File: config.mk
export PLATFORM = sky130hd
export DESIGN_NAME = sixteen_bit_subtractor_seq
export DESIGN_NICKNAME = d
export VERILOG_FILES = /design/src/rtl/sub16_pkg.sv /design/src/rtl/digit_subtractor.sv /design/src/rtl/sixteen_bit_subtractor_seq.sv
export SDC_FILE = /design/constraint.sdc
export NUM_CORES = 1
export LEC_CHECK = 0
export ABC_AREA = 1
export ABC_CLOCK_PERIOD_IN_PS = 2850
export BUFFER_PORTS_ARGS = -buffer_cell sky130_fd_sc_hd__buf_2
export CAP_MARGIN = 20
export CORE_MARGIN = 2
export CORE_UTILIZATION = 56
export DETAILED_ROUTE_END_ITERATION = 12
export PLACE_DENSITY = 0.86
export SYNTH_ARGS = -nofsm -noshare
export SYNTH_HDL_FRONTEND = slang
export SYNTH_SLANG_ARGS = --single-unit
File: constraint.sdc
create_clock -name clk -period 2.85 [get_ports clk]
set_input_delay 0.855 -clock clk [delete_from_list [all_inputs] [get_ports clk]]
set_output_delay 0.855 -clock clk [all_outputs]
set_load 0.02 [all_outputs]
File: src/rtl/sub16_pkg.sv
// Shared types and helpers for the digit-serial 16-bit subtractor.
// Holds the datapath width, FSM state encoding and DIGIT_W legality helpers.
package sub16_pkg;

  localparam int DATA_W = 16;

  typedef enum logic [1:0] {
    IDLE,
    CALC,
    DONE
  } state_t;

  function automatic int num_digits(input int digit_w);
    return DATA_W / digit_w;
  endfunction

  // Only digit widths that tile the word exactly are usable.
  function automatic bit digit_w_legal(input int digit_w);
    return (digit_w >= 1) && (digit_w <= DATA_W) && ((DATA_W % digit_w) == 0);
  endfunction

endpackage

File: src/rtl/digit_subtractor.sv
// Combinational DIGIT_W-bit ripple-borrow subtractor slice.
// Computes d = a - b - bin and the borrow leaving the digit.
module digit_subtractor #(
  parameter int DIGIT_W = 4
) (
  input  logic [DIGIT_W-1:0] a,
  input  logic [DIGIT_W-1:0] b,
  input  logic               bin,
  output logic [DIGIT_W-1:0] d,
  output logic               bout
);

  logic [DIGIT_W:0] chain;

  always_comb begin
    chain    = '0;
    d        = '0;
    chain[0] = bin;
    for (int i = 0; i < DIGIT_W; i++) begin
      d[i]         = a[i] ^ b[i] ^ chain[i];
      chain[i+1]   = (~a[i] & b[i]) | (~(a[i] ^ b[i]) & chain[i]);
    end
    bout = chain[DIGIT_W];
  end

endmodule

File: src/rtl/sixteen_bit_subtractor_seq.sv
// Sequential 16-bit subtractor: one DIGIT_W-bit digit per clock, LSB first,
// with valid/ready handshakes on both sides and registered result flags.
module sixteen_bit_subtractor_seq
  import sub16_pkg::*;
#(
  parameter int DIGIT_W = 4
) (
  input  logic              clk,
  input  logic              rst_n,
  input  logic              in_valid,
  output logic              in_ready,
  input  logic [DATA_W-1:0] op_a,
  input  logic [DATA_W-1:0] op_b,
  output logic              out_valid,
  input  logic              out_ready,
  output logic [DATA_W-1:0] diff,
  output logic              borrow_out,
  output logic              overflow
);

  localparam int N = num_digits(DIGIT_W);
  localparam int CNT_W = (N > 1) ? $clog2(N) : 1;
  localparam logic [CNT_W-1:0] LAST = CNT_W'(N - 1);

  if (!digit_w_legal(DIGIT_W)) begin : g_bad_digit_w
    $error("DIGIT_W must divide 16");
  end

  state_t            state;
  state_t            state_next;
  logic [DATA_W-1:0] a_sh;
  logic [DATA_W-1:0] b_sh;
  logic [DATA_W-1:0] acc;
  logic [DATA_W-1:0] acc_next;
  logic [CNT_W-1:0]  cnt;
  logic              borrow;
  logic              a_msb;
  logic              b_msb;
  logic [DIGIT_W-1:0] d;
  logic              bout;

  digit_subtractor #(
    .DIGIT_W(DIGIT_W)
  ) u_digit (
    .a   (a_sh[DIGIT_W-1:0]),
    .b   (b_sh[DIGIT_W-1:0]),
    .bin (borrow),
    .d   (d),
    .bout(bout)
  );

  // Working accumulator with the current digit merged in; the visible diff
  // register only takes this on the last digit so outputs stay put in CALC.
  always_comb begin
    acc_next = acc;
    acc_next[int'(cnt)*DIGIT_W +: DIGIT_W] = d;
  end

  always_comb begin
    state_next = state;
    unique case (state)
      IDLE:    if (in_valid)     state_next = CALC;
      CALC:    if (cnt == LAST)  state_next = DONE;
      DONE:    if (out_ready)    state_next = IDLE;
      default:                   state_next = IDLE;
    endcase
  end

  always_ff @(posedge clk) begin
    if (!rst_n) state <= IDLE;
    else        state <= state_next;
  end

  always_ff @(posedge clk) begin
    if (!rst_n) begin
      a_sh       <= '0;
      b_sh       <= '0;
      acc        <= '0;
      cnt        <= '0;
      borrow     <= 1'b0;
      a_msb      <= 1'b0;
      b_msb      <= 1'b0;
      diff       <= '0;
      borrow_out <= 1'b0;
      overflow   <= 1'b0;
    end else begin
      case (state)
        IDLE: begin
          if (in_valid) begin
            a_sh   <= op_a;
            b_sh   <= op_b;
            a_msb  <= op_a[DATA_W-1];
            b_msb  <= op_b[DATA_W-1];
            borrow <= 1'b0;
            cnt    <= '0;
          end
        end
        CALC: begin
          a_sh   <= a_sh >> DIGIT_W;
          b_sh   <= b_sh >> DIGIT_W;
          acc    <= acc_next;
          borrow <= bout;
          cnt    <= cnt + 1'b1;
          if (cnt == LAST) begin
            diff       <= acc_next;
            borrow_out <= bout;
            overflow   <= (a_msb != b_msb) && (acc_next[DATA_W-1] != a_msb);
          end
        end
        default: ;
      endcase
    end
  end

  assign in_ready  = (state == IDLE);
  assign out_valid = (state == DONE);

endmodule

---- Word-level counts from Yosys, hierarchy flattened ----
Index checks and enable logic that the tools add are counted.
W data, S select, Z words.
word-level totals
  bits in registers ....................... 73
  output and inout port bits .............. 20
operators by class
  add/subtract/negate cells ............... 2
  equality and inequality tests ........... 8
  shift-type cells ........................ 2
  mux-type cells .......................... 13
  bitwise logic cells ..................... 28
  reductions and logical operators ........ 7
operators with widths
  kind                       count
  $pmux W16 S2               2
  $neg A4 Y33                1
  $shift A4 B33 Y16 const A  1
  $shiftx A4 B33 Y16         1
  $mux W16                   2
  $bwmux W16                 1
  $and A1 B1 Y1              8
  $mux W2                    4
  $not A1 Y1                 8
  $xor A1 B1 Y1              8
  $pmux W2 S3                1
  $reduce_and A2 Y1          3
  $eq A2 B2 Y1 const B       2
  $ne A2 B2 Y1 const B       2
  $or A1 B1 Y1               4
  $pmux W2 S2                1
  $reduce_and A3 Y1          1
  $add A2 B1 Y2 const B      1
  $eq A2 B1 Y1 const B       1
  $logic_not A2 Y1           1
  $ne A1 B1 Y1               2
  $ne A2 B1 Y1 const B       1
  $pmux W1 S2                1
  $reduce_bool A2 Y1         1
  other kinds (2)            2

---- Depth between registers and ports, before layout ----
Gate-level depths: netlist (run 1).
  depth after elaboration ................. 13
  depth in mapped cells ................... 12
  mapped depth without buffers ............ 12

---- Modules after synthesis ----
From an unflattened synthesis (run 1), not the netlist that was laid out.
second synthesis, totals
  cell total of the unflattened synthesis .. 450
  area, all modules ....................... 3,264.4 µm²
modules (own cells, without submodules)
  module                      times used  cells each  area each (µm²)
  sixteen_bit_subtractor_seq  1           436         3,146.8
  digit_subtractor            1           14          117.6

---- Worst setup path after synthesis (run 1) ----
No wires, ideal clock.
  path kind ............................... register to register
  from .................................... reg a_sh[0]
  to ...................................... reg overflow
  arrival ................................. 2.332 ns
  data required time ...................... 2.780 ns
  setup slack ............................. 0.448 ns
  cell stages (with the launch flop) ...... 13
  clock period less this slack ............ 2.402 ns
  cell sequence ........................... dfxtp_1 > inv_1 > fa_1 > inv_1 > fa_1 > fa_1 > fa_1 > inv_1 > nor2_1 > nand3_1 > nand3_1 > nand2_1 > a21oi_1
on the way
  cells in the longest elaborated chain, start to end .. 13
  elaborated cells on any way between the ends .. 18
  classes of those cells .................. eq/ne: 1; shift: 1; mux: 1; bitwise: 14; reduce/logical: 1
ends and longest elaborated chain
  element                   line                                            text
  start: declaration        sixteen_bit_subtractor_seq.sv:31                logic [DATA_W-1:0] a_sh;
  start signal: assignment  sixteen_bit_subtractor_seq.sv:90                a_sh <= op_a;
  start signal: assignment  sixteen_bit_subtractor_seq.sv:99                a_sh <= a_sh >> DIGIT_W;
  $xor A1 B1 Y1             digit_subtractor.sv:20, digit_subtractor.sv:21
  $not A1 Y1                digit_subtractor.sv:21                          chain[i+1] = (~a[i] & b[i]) | (~(a[i] ^ b[i]) & chain[i]);
  $and A1 B1 Y1             digit_subtractor.sv:21
  $or A1 B1 Y1              digit_subtractor.sv:21
  $and A1 B1 Y1             digit_subtractor.sv:21
  $or A1 B1 Y1              digit_subtractor.sv:21
  $and A1 B1 Y1             digit_subtractor.sv:21
  $or A1 B1 Y1              digit_subtractor.sv:21
  $xor A1 B1 Y1             digit_subtractor.sv:20                          d[i] = a[i] ^ b[i] ^ chain[i];
  $shiftx A4 B33 Y16 *      sixteen_bit_subtractor_seq.sv:56                acc_next[int'(cnt)*DIGIT_W +: DIGIT_W] = d;
  $bwmux W16 *              sixteen_bit_subtractor_seq.sv:56
  $ne A1 B1 Y1 *            sixteen_bit_subtractor_seq.sv:107               overflow <= (a_msb != b_msb) && (acc_next[DATA_W-1] != a_msb);
  $logic_and A1 B1 Y1 *     sixteen_bit_subtractor_seq.sv:107
  end signal: assignment    sixteen_bit_subtractor_seq.sv:107
  end: declaration          sixteen_bit_subtractor_seq.sv:18                output logic overflow
Mark *: on every way between the ends. The rest lies on a longest branch, timed or not.
A chain may end at the register's enable or synchronous reset.

---- Worst setup path after layout (run 1) ----
Ends and elaborated chain as after synthesis.

==> results of run 1 <==
[metrics by stage]
stage | util [%] | hold slack (ns)
after floorplan | - | 0.4389
after global placement | 61.51 | 0.4487
after detailed placement | 61.51 | 0.4556
after CTS | 64.35 | 0.4648
after global routing | 64.35 | 0.4869
final | 64.35 | 0.4646
[path summary, 6_finish.rpt]
| kind | startpoint | endpoint | slack [ns] |
|---|---|---|---|
| worst max-delay path | a_sh[0]$_SDFFE_PN0P_ | overflow$_SDFFE_PN0P_ | 0.21 |
| worst min register to register | b_sh[13]$_SDFFE_PN0P_ | b_sh[13]$_SDFFE_PN0P_ | 0.46 |
| worst max register to register | a_sh[0]$_SDFFE_PN0P_ | overflow$_SDFFE_PN0P_ | 0.21 |
| worst min-delay path | b_sh[13]$_SDFFE_PN0P_ | b_sh[13]$_SDFFE_PN0P_ | 0.46 |
[flip-flops by register name (all words and copies together), names as in the netlist]
name	flops
b_sh	16
cnt	2
a_sh	16
borrow_out	1
a_msb	1
acc	16
b_msb	1
borrow	1
state	2
diff	16
overflow	1
[cells by family (layout without fill, tap and decap cells)]
family	Yosys count	in the layout	synth area share, %
simple gates	133	133	17.33
compound gates	121	121	22.79
buf+inv	95	141	13.80
flops	73	73	41.65
fa+ha+maj	10	10	4.422
[routing by layer]
layer	wire [um]	global-route usage, %	vias to the layer above
met2	3479	37.32	73
met5	0	0	-
met3	383	6.958	9
li1	-	-	1493
met1	3164	26.56	1338
met4	77	4.918	0
[worst max-delay path, cell delays in order (launching register included)]
cell     delay, ns
dfxtp_1       0.30
inv_1         0.11
fa_1          0.19
inv_1         0.05
fa_1          0.37
fa_1          0.40
fa_1          0.55
inv_1         0.05
nor2_1        0.13
nand3_1       0.13
nand3_1       0.14
nand2_1       0.07
a21oi_1       0.11
[power groups by stage]
stage / Clock [uW] / Combinational [uW] / Sequential, uW
final: 711 / 389 / 1130
after floorplan: 0 / 336 / 1140
after global placement: 0 / 376 / 1150
after CTS: 721 / 390 / 1130
after global routing: 767 / 439 / 1140
after detailed placement: 0 / 388 / 1150
[cell usage in the layout (no fill, tap or decap), drive strengths merged]
cell	n
nand2	91
dfxtp	73
inv	69
buf	58
o21ai	37
a21oi	36
nand3	31
o211a	20
o21a	14
clkbuf	12
o22ai	11
ha	6
nor2	6
nand4	4
fa	4
o211ai	2
clkinvlp	2
o21bai	1
nand3b	1
[layout make-up]
type | instances | area, um2 | share of cell area [%]
clock inverter | 2 | 15.01 | 0.3895
tap | 75 | 93.84 | 2.434
inverter | 69 | 269.0 | 6.978
clock buffer | 12 | 155.1 | 4.025
sequential | 73 | 1461 | 37.91
multi-input combinational | 264 | 1563 | 40.54
timing repair buffer | 58 | 297.8 | 7.725
==> results.tsv, run 1 <==
metric	value	unit
post-synth cell types	32	
Vias	2913	
Syn Inst Count	432	
Fillers	522	
RD Place Congestion	0.8192	
worst path arrival time	2.93	ns
Final nets	521	
number of remaining DRC errors	0	
core area	5991	um2
syn_nets	478	
H-Tree Depth	3	
yosys warns	0	
Die Y	83.15	um
PnR worst setup slack	0.2078	ns
CTS root buffer	clkbuf_8	
Comb power frac	17.4	%
number of placed I/O pins	56	
post-route clock period utilization	92.71	%
layout cell share with drive strength beyond 1	19.87	%
worst-skew pair later-pin latency	0.35	ns
Max-slew headroom	57.52	%
Reg2Reg Depth	12	
Synth Register Bits	73	
design area	3855	um2
Hold Fails Final Rpt	0	
Leak	0.002005	uW
Slew Limit Fails	0	
IO Port Bufs	55	
Max Clock Skew	0.007111	ns
CP startpoint kind	flop	
Pre-antenna DRT Iters	4	
initial antenna violation count	0	
Worst-path clk slew	0.07	ns
outcome	finished clean	
synth cell count leaders	nand2_1, dfxtp_1, inv_1, o21ai_0, nand3_1	
power after layout	2232	uW
HPWL Detailed	4.883	mm
total grt overflow	0	
Power Density	579.0	nW/um2
first-pass GRT wire length	12.32	mm
vias per inst	5.268	
CTS max path bufs	2	
Crit path required time	3.13	ns
VDD IR max	0.3784	mV
setup TNS	0	ns
die area	6914	um2
vias in the first global route	2763	
GRT Util Overall	21.71	%
final cell count without fillers	553	
Row Count	28	
Max-Cap Viols	0	
fmax	0.3785	GHz
CTS Sinks	73	
ys async rst share	0	%
TritonCTS clock tree	done	
Synth area leaders	dfxtp_1, nand2_1, inv_1	
largest area contributor in the netlist	dfxtp_1	
CTS-repair resized insts	0	
Worst Setup Slack post-DPL	0.2294	ns
WL/cell	12.85	um
Psw	639.5	uW
Seq pwr share	50.7	%
P_int	1592	uW
placed cell area	3685	um2
unrepaired setup endpoints after global routing	false	
Crit Path Max Fanout	3	
Clk pwr share	31.9	%
Yosys top cell area share	41.65	%
Detailed Route Iter0 Violations	227	
# hold bufs at CTS	0	
Starting Density	58.56	%
worst hold path depth	2	
mapped cell area	3508	um2
P&R area growth vs syn	9.879	%
CP Capture Type	flop	
slew at the pin closest to its max-slew limit	0.6371	ns
Setup Buffers After CTS	0	
die width	83.15	um
Final ANT Viol Nets	0	
Synth Flop Type	dfxtp_1	
sequential area share after synthesis	41.65	%
final WL	7.105	mm
fin crit period	2.642	ns
WS Path Type	flop to flop	
Synth Area per Inst	8.121	um2
Cells after DPL	539	
sw frac	28.65	%
largest net degree at the start of global routing	58	
top-count cell post-synth	nand2_1	
HP Class	flop to flop	
CTS buffer count	9	
Setup Viol. Count Final	0	
# diodes	0	
EDFF count, synth	0	
No activity file was read; power rests on OpenSTA's default activity.
==> run 2, diff against run 1 <==
Settings changed: GPL_ROUTABILITY_DRIVEN from default to 1, REMOVE_ABC_BUFFERS from default to 1.
==> run 2 against run 1 <==
  * Critical path depth is the same
  * Cell count grew 0.72%
  * Wire length grew 3.9%
  * Combinational power grew 2%
  * Count of clock-buffer cells in the layout shrank 1
  * Register-to-register slack is essentially flat
  * Clock skew grew 0.0018 ns
  * Power grew 10%
  * Hold slack gained 0.0057 ns
  * Critical endpoint is now diff[7]$_SDFFE_PN0P_
  * Utilization grew 1.2 points
==> results.tsv, run 2 (synthesis gave the netlist of run 1 again) <==
metric	value	unit	change
IO Port Bufs	55		unchanged
met3 wire len	369	um	-3.7%
met2 routed WL	3.666	mm	+5.4%
TritonCTS clock tree	done		
CP Capture Type	flop		
hold slack	0.4703	ns	+0.005704 ns
outcome	finished clean		
final core utilization	65.58	%	+1.2 points
CTS Sinks	73		unchanged
most frequent cells in the layout	nand2_1, dfxtp_1, inv_1, buf_2, o21ai_0		
number of placed I/O pins	56		unchanged
Max-Cap Viols	0		unchanged
Final nets	523		+0.38%
HPWL Detailed	4.815	mm	-1.4%
Vias	2990		+2.6%
CTS buffer count	9		unchanged
hold_sp	a_sh[12]$_SDFFE_PN0P_		
Top Family by Delay on Critical Path	adder cells		
Reg2Reg Depth	12		unchanged
Worst Hold Path EP	a_sh[12]$_SDFFE_PN0P_		
Slew Limit Fails	0		unchanged
Final ANT Viol Nets	0		unchanged
Crit Path Max Fanout	3		unchanged
# hold bufs at CTS	0		unchanged
WL met1	3.221	mm	+1.8%
Setup Viol. Count Final	0		unchanged
r2r endpoint	diff[7]$_SDFFE_PN0P_		
worst hold path depth	2		unchanged
die area	6914	um2	unchanged
CP startpoint kind	flop		
CP bufs+invs	4		+1
WL/cell	13.25	um	+3.1%
Pre-antenna DRT Iters	5		+1
vias per inst	5.368		+1.9%
RD Place Congestion	0.8419		+2.8%
number of remaining DRC errors	0		unchanged
post-route clock period utilization	92.47	%	-0.24 points
worst-skew pair later-pin latency	0.36	ns	about the same
critical-path cell list	inv_1 -> fa_1 -> inv_1 -> fa_1 -> fa_1 -> fa_1 -> inv_1 -> nor2_1 -> nand2_1 -> o22ai_1 -> o21bai_1 -> inv_1		
fin crit period	2.635	ns	-0.006719 ns
WS Path Type	flop to flop		
# diodes	0		unchanged
P&R area growth vs syn	11.98	%	
core area	5991	um2	unchanged
largest net degree at the start of global routing	47		-19%
worst path arrival time	2.94	ns	about the same
Leak	0.002049	uW	+2.2%
total grt overflow	0		unchanged
slew at the pin closest to its max-slew limit	0.6370	ns	-0.0001616 ns
layout cell share with drive strength beyond 1	20.75	%	+0.87 points
DR top layer	met4		
final WL	7.379	mm	+3.9%
Setup Buffers After CTS	0		unchanged
setup TNS	0	ns	unchanged
VDD IR max	0.3298	mV	-13%
initial antenna violation count	0		unchanged
HP Class	flop to flop		
worst flop-to-flop path startpoint	a_sh[0]$_SDFFE_PN0P_		
Max Clock Skew	0.008890	ns	+0.001779 ns
CTS root buffer	clkbuf_8		
r2r setup slk	0.21	ns	about the same
Hold Fails Final Rpt	0		unchanged
unrepaired setup endpoints after global routing	false		
Row Count	28		unchanged
Crit path required time	3.16	ns	+0.03 ns
vias in the first global route	2854		+3.3%
Max-slew headroom	57.49	%	about the same
Slowest cell on crit path	fa_1		
most common cell after layout, fill and taps aside	nand2_1		
CP max stage delay	0.54	ns	about the same
CTS max path bufs	2		unchanged
Power Density	627.3	nW/um2	+8.4%
GRT Util Overall	22.24	%	+0.52 points
Die Y	83.15	um	unchanged
Starting Density	58.56	%	unchanged
Detailed Route Iter0 Violations	140		-38%
die width	83.15	um	unchanged
Worst-path clk slew	0.08	ns	about the same
H-Tree Depth	3		unchanged
first-pass GRT wire length	12.52	mm	+1.6%
fmax	0.3794	GHz	+0.25%
CTS-repair resized insts	0		unchanged
[run 2: changes by cell type in the layout (fill, tap and decap cells not counted)]
cell and delta:
clkinv_2 +2, buf_4 +2, clkbuf_1 -1, clkinvlp_4 -1, bufinv_16 +2
[run 2: how the worst max path moves through the flow]
stage                         start                    end  slack [ns]  cells past startpoint
2_1_floorplan  a_sh[0]$_SDFFE_PN0P_  overflow$_SDFFE_PN0P_        0.44                     12
3_5_place_dp   a_sh[0]$_SDFFE_PN0P_  diff[15]$_SDFFE_PN0P_        0.29                     12
5_1_grt        a_sh[0]$_SDFFE_PN0P_  overflow$_SDFFE_PN0P_        0.02                     12
4_1_cts        a_sh[0]$_SDFFE_PN0P_  diff[15]$_SDFFE_PN0P_        0.25                     12
3_3_place_gp   a_sh[0]$_SDFFE_PN0P_  overflow$_SDFFE_PN0P_        0.33                     12
6_report       a_sh[0]$_SDFFE_PN0P_   diff[7]$_SDFFE_PN0P_        0.21                     12
[run 2: cell type report]
cell class                 count  area [um2]
timing repair buffer          60       312.8
multi-input combinational    264        1563
clock buffer                  11       151.4
sequential                    73        1461
fill                         524        2062
tap                           75       93.84
inverter                      69       269.0
clock inverter                 5       77.57
[run 2: worst register-to-register path: cells and delay by family (launching register included)]
family,cells,cell delay (ns)
adders and majority gates,4,1.49
DFF,1,0.31
AOI/OAI and AO/OA,2,0.30
buffers and inverters,4,0.29
and+or+nand+nor,2,0.21
[run 2: routing by layer]
metal / vias to the layer above / GRT usage [%]
met2: 85 / 39.15
met1: 1397 / 25.53
met5: - / 0
met4: 0 / 8.793
met3: 11 / 5.964
li1: 1497 / -
[run 2: through the flow]
step / std cells / setup WS [ns] / instance area (um2) / total power (uW)
after floorplan: 406 / 0.4403 / 3293 / 1424
after global placement: 541 / 0.3317 / 3700 / 1526
final: 557 / 0.2145 / 3929 / 2465
after detailed placement: 541 / 0.2874 / 3700 / 1546
after CTS: 557 / 0.2502 / 3929 / 2464
after global routing: 557 / 0.02306 / 3929 / 2580
[run 2: power breakdown]
part | switching (uW) | internal [uW]
Sequential | 38.4 | 1090
Clock | 401 | 538
Combinational | 249 | 148
